==> config.mk <==
export PLATFORM = sky130hd
export DESIGN_NAME = simple_bus_initiator
export DESIGN_NICKNAME = d
export VERILOG_FILES = /design/src/rtl/simple_bus_pkg.sv /design/src/rtl/simple_bus_parity_chk.sv /design/src/rtl/simple_bus_initiator.sv
export SDC_FILE = /design/constraint.sdc
export NUM_CORES = 1
export LEC_CHECK = 0
export CAP_MARGIN = 20
export CORE_ASPECT_RATIO = 1.1
export CORE_MARGIN = 5
export CORE_UTILIZATION = 38
export CTS_CLUSTER_DIAMETER = 60
export CTS_CLUSTER_SIZE = 14
export DETAILED_ROUTE_END_ITERATION = 16
export MAX_ROUTING_LAYER = met4
export PLACE_DENSITY_LB_ADDON = 0.08
export SYNTH_ARGS = -nofsm -noshare
export SYNTH_HDL_FRONTEND = slang
export SYNTH_SLANG_ARGS = --single-unit
==> constraint.sdc <==
create_clock -name ACLK -period 5.21 [get_ports ACLK]
set_input_delay 0.521 -clock ACLK [delete_from_list [all_inputs] [get_ports ACLK]]
set_output_delay 0.521 -clock ACLK [all_outputs]
set_load 0.05 [all_outputs]
==> src/rtl/simple_bus_pkg.sv <==
// Shared types, widths and the parity helper for the simple valid/ready bus.
// Imported by both the initiator and the reusable parity checker.
package simple_bus_pkg;

    localparam int ADDR_W = 32;
    localparam int DATA_W = 64;

    typedef enum logic [2:0] {
        ST_IDLE  = 3'd0,
        ST_WADDR = 3'd1,
        ST_WDATA = 3'd2,
        ST_RADDR = 3'd3,
        ST_RWAIT = 3'd4,
        ST_RESP  = 3'd5
    } state_t;

    // Even parity is the plain XOR of the field; odd parity inverts it.
    function automatic logic par_calc(input logic [DATA_W-1:0] data, input logic odd);
        return (^data) ^ odd;
    endfunction

endpackage

==> src/rtl/simple_bus_parity_chk.sv <==
// Parity compare for a received bus field, gated by an enable.
// Shared between the initiator (RDATA) and target-side checkers.
module simple_bus_parity_chk
    import simple_bus_pkg::*;
#(
    parameter int WIDTH = DATA_W,
    parameter bit ODD   = 1'b0
) (
    input  logic [WIDTH-1:0] data_i,
    input  logic             parity_i,
    input  logic             en_i,
    output logic             err_o
);

    assign err_o = en_i & (parity_i != ((^data_i) ^ ODD));

endmodule

==> src/rtl/simple_bus_initiator.sv <==
// Initiator end of the simple valid/ready bus: single-beat reads and writes,
// per-channel parity generation, RDATA parity check, read timeout, sticky flags.
module simple_bus_initiator
    import simple_bus_pkg::*;
#(
    parameter bit          PARITY_ODD = 1'b0,
    parameter int unsigned RD_TIMEOUT = 15
) (
    input  logic              ACLK,
    input  logic              RESET_ACLK,
    input  logic              CMD_VALID,
    output logic              CMD_READY,
    input  logic              CMD_WRITE,
    input  logic [ADDR_W-1:0] CMD_ADDR,
    input  logic [DATA_W-1:0] CMD_WDATA,
    output logic              RSP_VALID,
    output logic [DATA_W-1:0] RSP_RDATA,
    output logic              RSP_ERR,
    output logic              WADDR_VALID,
    input  logic              WADDR_READY,
    output logic [ADDR_W-1:0] WADDR_DATA,
    output logic              WADDR_PARITY,
    output logic              WDATA_VALID,
    input  logic              WDATA_READY,
    output logic [DATA_W-1:0] WDATA_DATA,
    output logic              WDATA_PARITY,
    output logic              RADDR_VALID,
    input  logic              RADDR_READY,
    output logic [ADDR_W-1:0] RADDR_DATA,
    output logic              RADDR_PARITY,
    input  logic              RDATA_VALID,
    input  logic [DATA_W-1:0] RDATA_DATA,
    input  logic              RDATA_PARITY,
    output logic              RDATA_READY,
    input  logic              ENERR_RDATA_PARITY,
    input  logic              FIERR_WADDR_PARITY,
    output logic              ERR_RDATA_PARITY,
    output logic              ERR_RDATA_PARITY_B,
    output logic              ERR_TIMEOUT,
    input  logic              ERR_CLR,
    output logic [7:0]        TXN_COUNT
);

    localparam logic [7:0] TMO_LAST = 8'(RD_TIMEOUT - 1);

    state_t              state_q;
    logic [ADDR_W-1:0]   addr_q;
    logic [DATA_W-1:0]   wdata_q;
    logic [7:0]          tmo_cnt_q;
    logic [7:0]          txn_cnt_q;
    logic                rsp_valid_q;
    logic                rsp_err_q;
    logic [DATA_W-1:0]   rsp_rdata_q;
    logic                err_par_q;
    logic                err_tmo_q;
    logic                chk_err_s;
    logic                rd_beat_s;
    logic                par_err_s;
    logic                tmo_s;

    simple_bus_parity_chk #(
        .WIDTH (DATA_W),
        .ODD   (PARITY_ODD)
    ) u_rdata_chk (
        .data_i   (RDATA_DATA),
        .parity_i (RDATA_PARITY),
        .en_i     (ENERR_RDATA_PARITY),
        .err_o    (chk_err_s)
    );

    // RDATA only counts while we are actually waiting for it.
    assign rd_beat_s = (state_q == ST_RWAIT) & RDATA_VALID;
    assign par_err_s = rd_beat_s & chk_err_s;
    assign tmo_s     = (state_q == ST_RWAIT) & ~RDATA_VALID & (tmo_cnt_q == TMO_LAST);

    // Transaction FSM with registered response, counters and sticky error flags.
    always_ff @(posedge ACLK or posedge RESET_ACLK) begin
        if (RESET_ACLK) begin
            state_q     <= ST_IDLE;
            addr_q      <= '0;
            wdata_q     <= '0;
            tmo_cnt_q   <= 8'd0;
            txn_cnt_q   <= 8'd0;
            rsp_valid_q <= 1'b0;
            rsp_err_q   <= 1'b0;
            rsp_rdata_q <= '0;
            err_par_q   <= 1'b0;
            err_tmo_q   <= 1'b0;
        end else begin
            rsp_valid_q <= 1'b0;
            if (ERR_CLR) begin
                err_par_q <= 1'b0;
                err_tmo_q <= 1'b0;
            end else begin
                err_par_q <= err_par_q | par_err_s;
                err_tmo_q <= err_tmo_q | tmo_s;
            end
            case (state_q)
                ST_IDLE: begin
                    if (CMD_VALID) begin
                        addr_q  <= CMD_ADDR;
                        wdata_q <= CMD_WDATA;
                        state_q <= CMD_WRITE ? ST_WADDR : ST_RADDR;
                    end
                end
                ST_WADDR: begin
                    if (WADDR_READY) begin
                        state_q <= ST_WDATA;
                    end
                end
                ST_WDATA: begin
                    if (WDATA_READY) begin
                        state_q     <= ST_RESP;
                        rsp_valid_q <= 1'b1;
                        rsp_err_q   <= 1'b0;
                        rsp_rdata_q <= '0;
                    end
                end
                ST_RADDR: begin
                    if (RADDR_READY) begin
                        state_q   <= ST_RWAIT;
                        tmo_cnt_q <= 8'd0;
                    end
                end
                ST_RWAIT: begin
                    if (rd_beat_s) begin
                        state_q     <= ST_RESP;
                        rsp_valid_q <= 1'b1;
                        rsp_err_q   <= par_err_s;
                        rsp_rdata_q <= RDATA_DATA;
                    end else if (tmo_s) begin
                        state_q     <= ST_RESP;
                        rsp_valid_q <= 1'b1;
                        rsp_err_q   <= 1'b1;
                        rsp_rdata_q <= '0;
                    end else begin
                        tmo_cnt_q <= tmo_cnt_q + 8'd1;
                    end
                end
                ST_RESP: begin
                    txn_cnt_q <= txn_cnt_q + 8'd1;
                    state_q   <= ST_IDLE;
                end
                default: begin
                    state_q <= ST_IDLE;
                end
            endcase
        end
    end

    assign CMD_READY          = (state_q == ST_IDLE);
    assign WADDR_VALID        = (state_q == ST_WADDR);
    assign WDATA_VALID        = (state_q == ST_WDATA);
    assign RADDR_VALID        = (state_q == ST_RADDR);
    assign RDATA_READY        = (state_q == ST_RWAIT);
    assign WADDR_DATA         = addr_q;
    assign RADDR_DATA         = addr_q;
    assign WDATA_DATA         = wdata_q;
    // Addresses are zero-extended, which leaves their XOR unchanged.
    assign WADDR_PARITY       = par_calc({{(DATA_W-ADDR_W){1'b0}}, addr_q}, PARITY_ODD) ^ FIERR_WADDR_PARITY;
    assign RADDR_PARITY       = par_calc({{(DATA_W-ADDR_W){1'b0}}, addr_q}, PARITY_ODD);
    assign WDATA_PARITY       = par_calc(wdata_q, PARITY_ODD);
    assign RSP_VALID          = rsp_valid_q;
    assign RSP_ERR            = rsp_err_q;
    assign RSP_RDATA          = rsp_rdata_q;
    assign ERR_RDATA_PARITY   = err_par_q;
    assign ERR_RDATA_PARITY_B = ~err_par_q;
    assign ERR_TIMEOUT        = err_tmo_q;
    assign TXN_COUNT          = txn_cnt_q;

endmodule

After elaboration in Yosys (flattened, before gate mapping)
Cells that the tools add are included.

storage, ports and cells
  bits in registers = 183

operators by class
  $add $sub $neg = 2
  equal/unequal tests = 14
  muxes and demuxes = 26
  bitwise gates (word level) = 10
  reductions and logical operators = 10

operators by type and width
  kind                                                   count
  two-way mux 64 bit                                     3
  XOR reduction 64 bit                                   3
  case mux 64 bit (2 select lines)                       1
  two-way mux 8 bit                                      3
  two-way mux 3 bit                                      6
  adder 8 x 1 -> 8 bit, second input constant            2
  case mux 8 bit (2 select lines)                        1
  case mux 3 bit (5 select lines)                        1
  equality test 8 x 4 -> 1 bit, second input constant    1
  two-way mux 1 bit                                      8
  equality test 3 x 2 -> 1 bit, second input constant    2
  equality test 3 bit, second input constant             2
  inequality test 2 x 1 -> 1 bit, second input constant  3
  inequality test 2 bit, second input constant           3
  bitwise AND 1 bit                                      5
  AND reduction 5 bit                                    1
  case mux 1 bit (2 select lines)                        2
  AND reduction 4 bit                                    1
  nonzero test 2 bit                                     2
  equality test 3 x 1 -> 1 bit, second input constant    1
  zero test 3 bit                                        1
  inequality test 3 x 1 -> 1 bit, second input constant  1
  AND reduction 3 bit                                    1
  two-way mux 2 bit                                      1
  5 further kinds                                        7

Logic depth before layout (Yosys ltp)
Gate-level depths: netlist (run 1).

  depth after elaboration = 6
  mapped depth = 9
  mapped depth without buffers = 9

By module
From an unflattened synthesis (run 1), not the netlist that was laid out.

second synthesis, totals
  cell total of the unflattened synthesis = 651
  area, all modules = 8,613.3 µm²

by module, submodules not included
  module                 times used  cells an instance  area each (µm²)  seq. area each (µm²)
  simple_bus_initiator   1           587                8,041.5          4,579.4
  simple_bus_parity_chk  1           64                 571.8            0.0

Worst setup path before layout (run 1)
OpenSTA, ideal clock, no wires.

  kind = reg-to-output
  from = register addr_q[20], in the netlist RADDR_DATA[20]
  to = output port WADDR_PARITY
  arrival = 2.996 ns
  required time = 4.689 ns
  setup slack = 1.693 ns
  stages on the path, launching flop included = 7
  path through = dfrtp_1 > xor2_1 > xnor2_1 > xnor2_1 > xnor2_1 > xnor2_1 > xor2_1

on the way
  word-level cells in the longest chain between the ends = 2

ends and longest elaborated chain
  item                    RTL line                     RTL
  start, declared         simple_bus_initiator.sv:47   logic [ADDR_W-1:0] addr_q;
  start signal, assigned  simple_bus_initiator.sv:80   addr_q <= '0;
  start signal, assigned  simple_bus_initiator.sv:101  addr_q <= CMD_ADDR;
  XOR reduction 64 bit    --
  via RADDR_PARITY        simple_bus_initiator.sv:30   output logic RADDR_PARITY,
  bitwise XOR 1 bit       simple_bus_initiator.sv:160  assign WADDR_PARITY = par_calc({{(DATA_W-ADDR_W){1'b0}}, addr_q}, PARITY_ODD) ^ FIERR_WADDR_PARITY;
  end, declared           simple_bus_initiator.sv:22   output logic WADDR_PARITY,

The timed path passes the listed nets, and every way through them passes these cells.

Worst setup path in the final report (run 1)
  from = register addr_q[10], in the netlist RADDR_DATA[10]
  to = output port WADDR_PARITY

on the way
  word-level cells in the longest chain between the ends = 2

ends and longest elaborated chain
  item                  RTL line                     RTL
  XOR reduction 64 bit  simple_bus_pkg.sv:19         return (^data) ^ odd;
  bitwise XOR 1 bit     simple_bus_initiator.sv:160

No other way between the ends.

==> flow_summary.ini, run 1 <==
[status]
status = finished, final reports clean

[clock_tree]
post_cts_buffers = 0
cts_buffer_depth = 2
cts_sinks = 183
cts_hold_buf = 0
root_buffer = clkbuf_16
clk_latency_ns = 0.43
cts_resized = 0
tritoncts = yes
cts.clk_slew.worst_paths_ns = 0.07
cts_buffers = 17
h-tree-depth = 4

[sta]
setup_viol = 0
finalMaxSlewViolations = 0
max-slew-margin-rel_pct = 29.8
max_freq_ghz = 0.303
worst_slew_pin_slew_ns = 1.05
tns_ns = 0
rsz0062_at_grt = false
post-route-period-util_pct = 63.4
hold_viol = 0
skew_ns = 0.0125
fin_crit_ns = 3.30

[setup_path]
critical_path.max_fanout = 4
cp-end-kind = primary output
required_ns = 4.69
cp-start-kind = register
cpPeakStageDelay_ns = 0.82
worst_path_max_delay_cell = clkdlybuf4s50_1
path_cells = xnor2_1 > xnor2_1 > xnor2_1 > xnor2_1 > xnor2_1 > xor2_1 > clkdlybuf4s50_1
crit_type = register to primary output
worstPathArrival_ns = 2.78
crit_top_cell = xnor2_1

[logic_synthesis]
syn_nets = 829
ys.flop_type = dfrtp_1
yosysTopAreaCell = dfrtp_1
ys_ff_latch = 183
synth_common_cells = dfrtp_1, xnor2_1, mux2_2
synth.most_common_cell = dfrtp_1
yosys_warnings = 0
avgSynthCellArea_um2 = 13.2
synth_edf_count = 0
yosysTopAreaCellShare_pct = 53.2
syn_area_um2 = 8610
synth_area_leaders = dfrtp_1, xnor2_1, mux2_2
ys_types = 37
ys_seq_area_share_pct = 53.2
syn_inst = 654
synthArstFlopShare_pct = 100

[drt]
first_pass_iters = 4
ant_nets = 0
drc_errors = 0
vias_per_cell = 4.67
wl_um = 25200
drt-initial-drc-count = 212
drt-wirelength-per-cell_um = 19.2
vias = 6138

[grt]
gr-usage-all-layers_pct = 19.6
grt_pass1_wl_um = 38400
grt_antenna_before_repair = 1
first_global_vias = 6475
grt_max_degree = 77
grt-ovfl-total = 0

[floorplan]
row_count = 57
die_w_um = 154
die_h_um = 168
num_io_pins = 385
die_area_um2 = 25800
start_util_pct = 38.8
core-area_um2 = 22200

[layout]
fin_nets = 1179
area_growth_pct = 51.8
drive_gt1_share_pct = 14.2

[placed_design]
port-buffer-count = 384
place.gp.congestion = 0.823
dpl.hpwl_um = 19200

[hold_path]
hp-class = input pin to asynchronous set/reset pin

[flow_run]
max-cap-violations = 0
==> cells in the final DEF (no fill, tap or decap), drive strengths merged, types with 2 or more instances in the layout <==
cell type	Yosys	routed
clkdlybuf4s50	0	384
dfrtp	183	183
xnor2	143	143
mux2	98	98
a22o	64	64
xor2	27	27
clkbuf	10	19
nor2	13	13
nand2	12	12
inv	5	10
buf	50	7
nand3	6	6
clkinvlp	0	5
and2	5	5
o22ai	4	4
o21ai	4	4
and3	3	3
nand4	3	3
ha	3	3
nand2b	3	3
nor3b	3	3
nand4b	2	2
nor3	2	2
a21oi	2	2
clkinv	0	2
==> cells by family (layout without fill, tap and decap cells) <==
| kind of cell | count (synthesis) | after routing | share of synthesized area, % |
|---|---|---|---|
| adders and majority gates | 3 | 3 | 0.436 |
| AOI/OAI and AO/OA | 76 | 76 | 7.32 |
| and+or+nand+nor | 57 | 57 | 3.50 |
| other | 0 | 1 | 0 |
| buffers and inverters | 65 | 428 | 5.00 |
| xor gates and xnor gates | 171 | 171 | 17.6 |
| muxes | 99 | 99 | 12.9 |
| DFF | 183 | 183 | 53.2 |
==> layer usage <==
metal / global-route usage, % / wire, um
met5: - / 0
met4: 5.41 / 430
met1: 23.4 / 10500
met2: 33.2 / 12700
met3: 5.11 / 1550
==> critical path: cells and delay by family (launching register included) <==
family / cells / cell delay, ns
xor gates and xnor gates: 6 / 1.12
buffers and inverters: 1 / 0.82
DFF: 1 / 0.41
==> final timing paths <==
kind	start	to	slack (ns)	depth (start not counted)
worst min-delay path	RESET_ACLK	TXN_COUNT[7]	0.45	2
worst min register to register	TXN_COUNT[6]	TXN_COUNT[6]	0.50	1
max in group asynchronous	RESET_ACLK	WDATA_DATA[61]	3.74	3
worst max-delay path	RADDR_DATA[10]	WADDR_PARITY	1.91	7
worst max register to register	state_q[1]	RADDR_DATA[3]	2.48	4
min in group ACLK	TXN_COUNT[6]	TXN_COUNT[6]	0.50	1
==> cell type report <==
| type | instances | area (um2) |
|---|---|---|
| inverter | 5 | 22.5 |
| tap | 295 | 369 |
| sequential | 183 | 4580 |
| multi-input combinational | 406 | 3610 |
| fill | 1871 | 9100 |
| clock inverter | 13 | 135 |
| clock buffer | 19 | 443 |
| timing repair buffer | 391 | 3920 |
| antenna | 1 | 2.50 |
==> stage by stage <==
stage	utilization, %	hold slack (ns)	cell area [um2]	instances	worst slack (ns)
final	59.0	0.445	13100	1313	1.91
after floorplan	-	0.496	8620	654	1.69
after CTS	58.8	0.435	13000	1311	1.86
after detailed placement	56.2	0.481	12500	1279	2.34
after global routing	59.0	0.463	13100	1313	1.74
after global placement	56.2	0.462	12500	1279	2.34
==> state kept, by name, indices dropped and copies added (netlist names) <==
name / count
ERR_RDATA_PARITY: 1
ERR_TIMEOUT: 1
RADDR_DATA: 32
RSP_ERR: 1
RSP_RDATA: 64
RSP_VALID: 1
TXN_COUNT: 8
WDATA_DATA: 64
state_q: 3
tmo_cnt_q: 8
Power of run 1 is not shown: default switching activity piles up to over one toggle a cycle in this logic, so the estimate is an artifact.
==> run 2: changes to the inputs <==
Clock period 5.21 ns to 2.9 ns, I/O delays scaled along.
==> flow_summary.ini, run 2 (synthesis results as in run 1) <==
[drt]
first_pass_iters = 4
ant_nets = 0
drt-initial-drc-count = 210
vias = 6165
wl_um = 25500
dr_wl_met2_um = 12800
routed.top_layer = met4
wl_met3_um = 1730
vias_per_cell = 4.68
met1_length_um = 10400
drc_errors = 0
drt-wirelength-per-cell_um = 19.3

[sta]
skew_ns = 0.0128
max-slew-margin-rel_pct = 45.1
post-route-period-util_pct = 92.8
max_freq_ghz = 0.371
tns_ns = 0
finalMaxSlewViolations = 0
layout_setup_ws_ns = 0.207
worst_slew_pin_slew_ns = 0.822
setup_viol = 0
fin_crit_ns = 2.69
hold_viol = 0
rsz0062_at_grt = false

[placed_design]
place.gp.congestion = 0.804
dpl.cell_count = 1285
place_ws_ns = 0.375
dpl.hpwl_um = 20100
placed_cell_area_um2 = 12600
port-buffer-count = 384

[grt]
first_global_vias = 6530
grt-ovfl-total = 0
gr-usage-all-layers_pct = 20.0
grt_antenna_before_repair = 1
grt_max_degree = 66
grt_pass1_wl_um = 38700

[setup_path]
reg2reg_to = RSP_RDATA[22]
path_delay_family = XOR/XNOR gates
critical_path.endpoint = RADDR_PARITY
ff2ff_setup_slack_ns = 0.77
critical_path.max_fanout = 4
cp_num_cells = 6
timing.rr.start = tmo_cnt_q[0]
required_ns = 2.61
path_cells = xnor2_1 > xnor2_1 > xnor2_1 > xnor2_1 > xnor2_2 > dlygate4sd2_1
crit_type = register to primary output
crit_top_cell = xnor2_1
r2r_cells = 8
crit_buf_inv = 1
cpPeakStageDelay_ns = 0.56
worstPathArrival_ns = 2.40
startpoint = RADDR_DATA[1]
worst_path_max_delay_cell = dlygate4sd2_1
cp-start-kind = register
cp-end-kind = primary output

[layout]
fin_cells = 1317
fillers = 1868
final_cell_mix = clkdlybuf4s50_1, dfrtp_1, xnor2_1
final_common_cell = clkdlybuf4s50_1
area_growth_pct = 53.2
fin_nets = 1184
ff_latch_area_um2 = 4580
drive_gt1_share_pct = 14.9
multi_input_area_um2 = 3620
postLayoutCellArea_um2 = 13200

[flow_run]
max-cap-violations = 0

[floorplan]
start_util_pct = 38.8
core-area_um2 = 22200
num_io_pins = 385
die_h_um = 168
die_w_um = 154
row_count = 57
die_area_um2 = 25800

[hold_path]
hp-class = input pin to asynchronous set/reset pin

[clock_tree]
cts_buffer_depth = 2
cts_sinks = 183
cts_buffers = 17
h-tree-depth = 4
tritoncts = yes
clk_latency_ns = 0.43
cts_hold_buf = 0
cts.clk_slew.worst_paths_ns = 0.07
post_cts_buffers = 0
root_buffer = clkbuf_16

[status]
status = finished, final reports clean
[run 2: how the worst min path moves through the flow]
stage	slack, ns	end	depth (start not counted)	from
after floorplan	0.36	ERR_TIMEOUT	1	ERR_CLR
after global placement	0.46	TXN_COUNT[7]	1	TXN_COUNT[7]
after detailed placement	0.48	TXN_COUNT[7]	1	TXN_COUNT[7]
after CTS	0.37	RADDR_DATA[17]	2	RESET_ACLK
after global routing	0.41	RADDR_DATA[17]	2	RESET_ACLK
final	0.36	RADDR_DATA[17]	2	RESET_ACLK
[run 2: stage by stage]
stage	hold WS, ns	utilization [%]
global placement	0.462	56.9
finish	0.356	59.5
floorplan	0.356	-
global route	0.405	59.5
CTS	0.367	59.5
detailed placement	0.475	56.9
[run 2: metal layers]
| layer | vias to the layer above | track usage (%) |
|---|---|---|
| met5 | - | - |
| met4 | 0 | 6.18 |
| met3 | 28 | 5.98 |
| met2 | 226 | 33.1 |
| met1 | 2979 | 23.5 |
| li1 | 2932 | - |
[run 2: area by class of cell]
| type | count | share of cell area (%) |
|---|---|---|
| clock inverter | 13 | 1.05 |
| multi-input combinational | 406 | 27.5 |
| inverter | 5 | 0.171 |
| tap | 295 | 2.80 |
| timing repair buffer | 396 | 30.5 |
| sequential | 183 | 34.7 |
| clock buffer | 18 | 3.25 |
| antenna | 1 | 0.0190 |
[run 2: timing repair]
item / 4_1_cts / 5_1_grt
hold endpoints to repair: 0 / 0
resized for setup: 1 / 0
endpoints found under the setup margin: 1 / 0
[run 2: worst reg2reg max path, delay by kind of cell, from the launching register on]
| kind | cells | cell delay, ns |
|---|---|---|
| adder cells (fa/ha/maj) | 1 | 0.15 |
| AND/OR/NAND/NOR | 4 | 0.89 |
| AO/OA/AOI/OAI | 1 | 0.27 |
| flip-flops | 1 | 0.43 |
| buffers and inverters | 2 | 0.28 |
Power of run 2 is left out for the same reason.
==> run 3: changes to the inputs <==
Settings changed: SETUP_SLACK_MARGIN set to 0.05.
==> results of run 3 <==
The final DEF is identical to that of run 2; final timing and power are the same.
Power of run 3 is left out for the same reason.
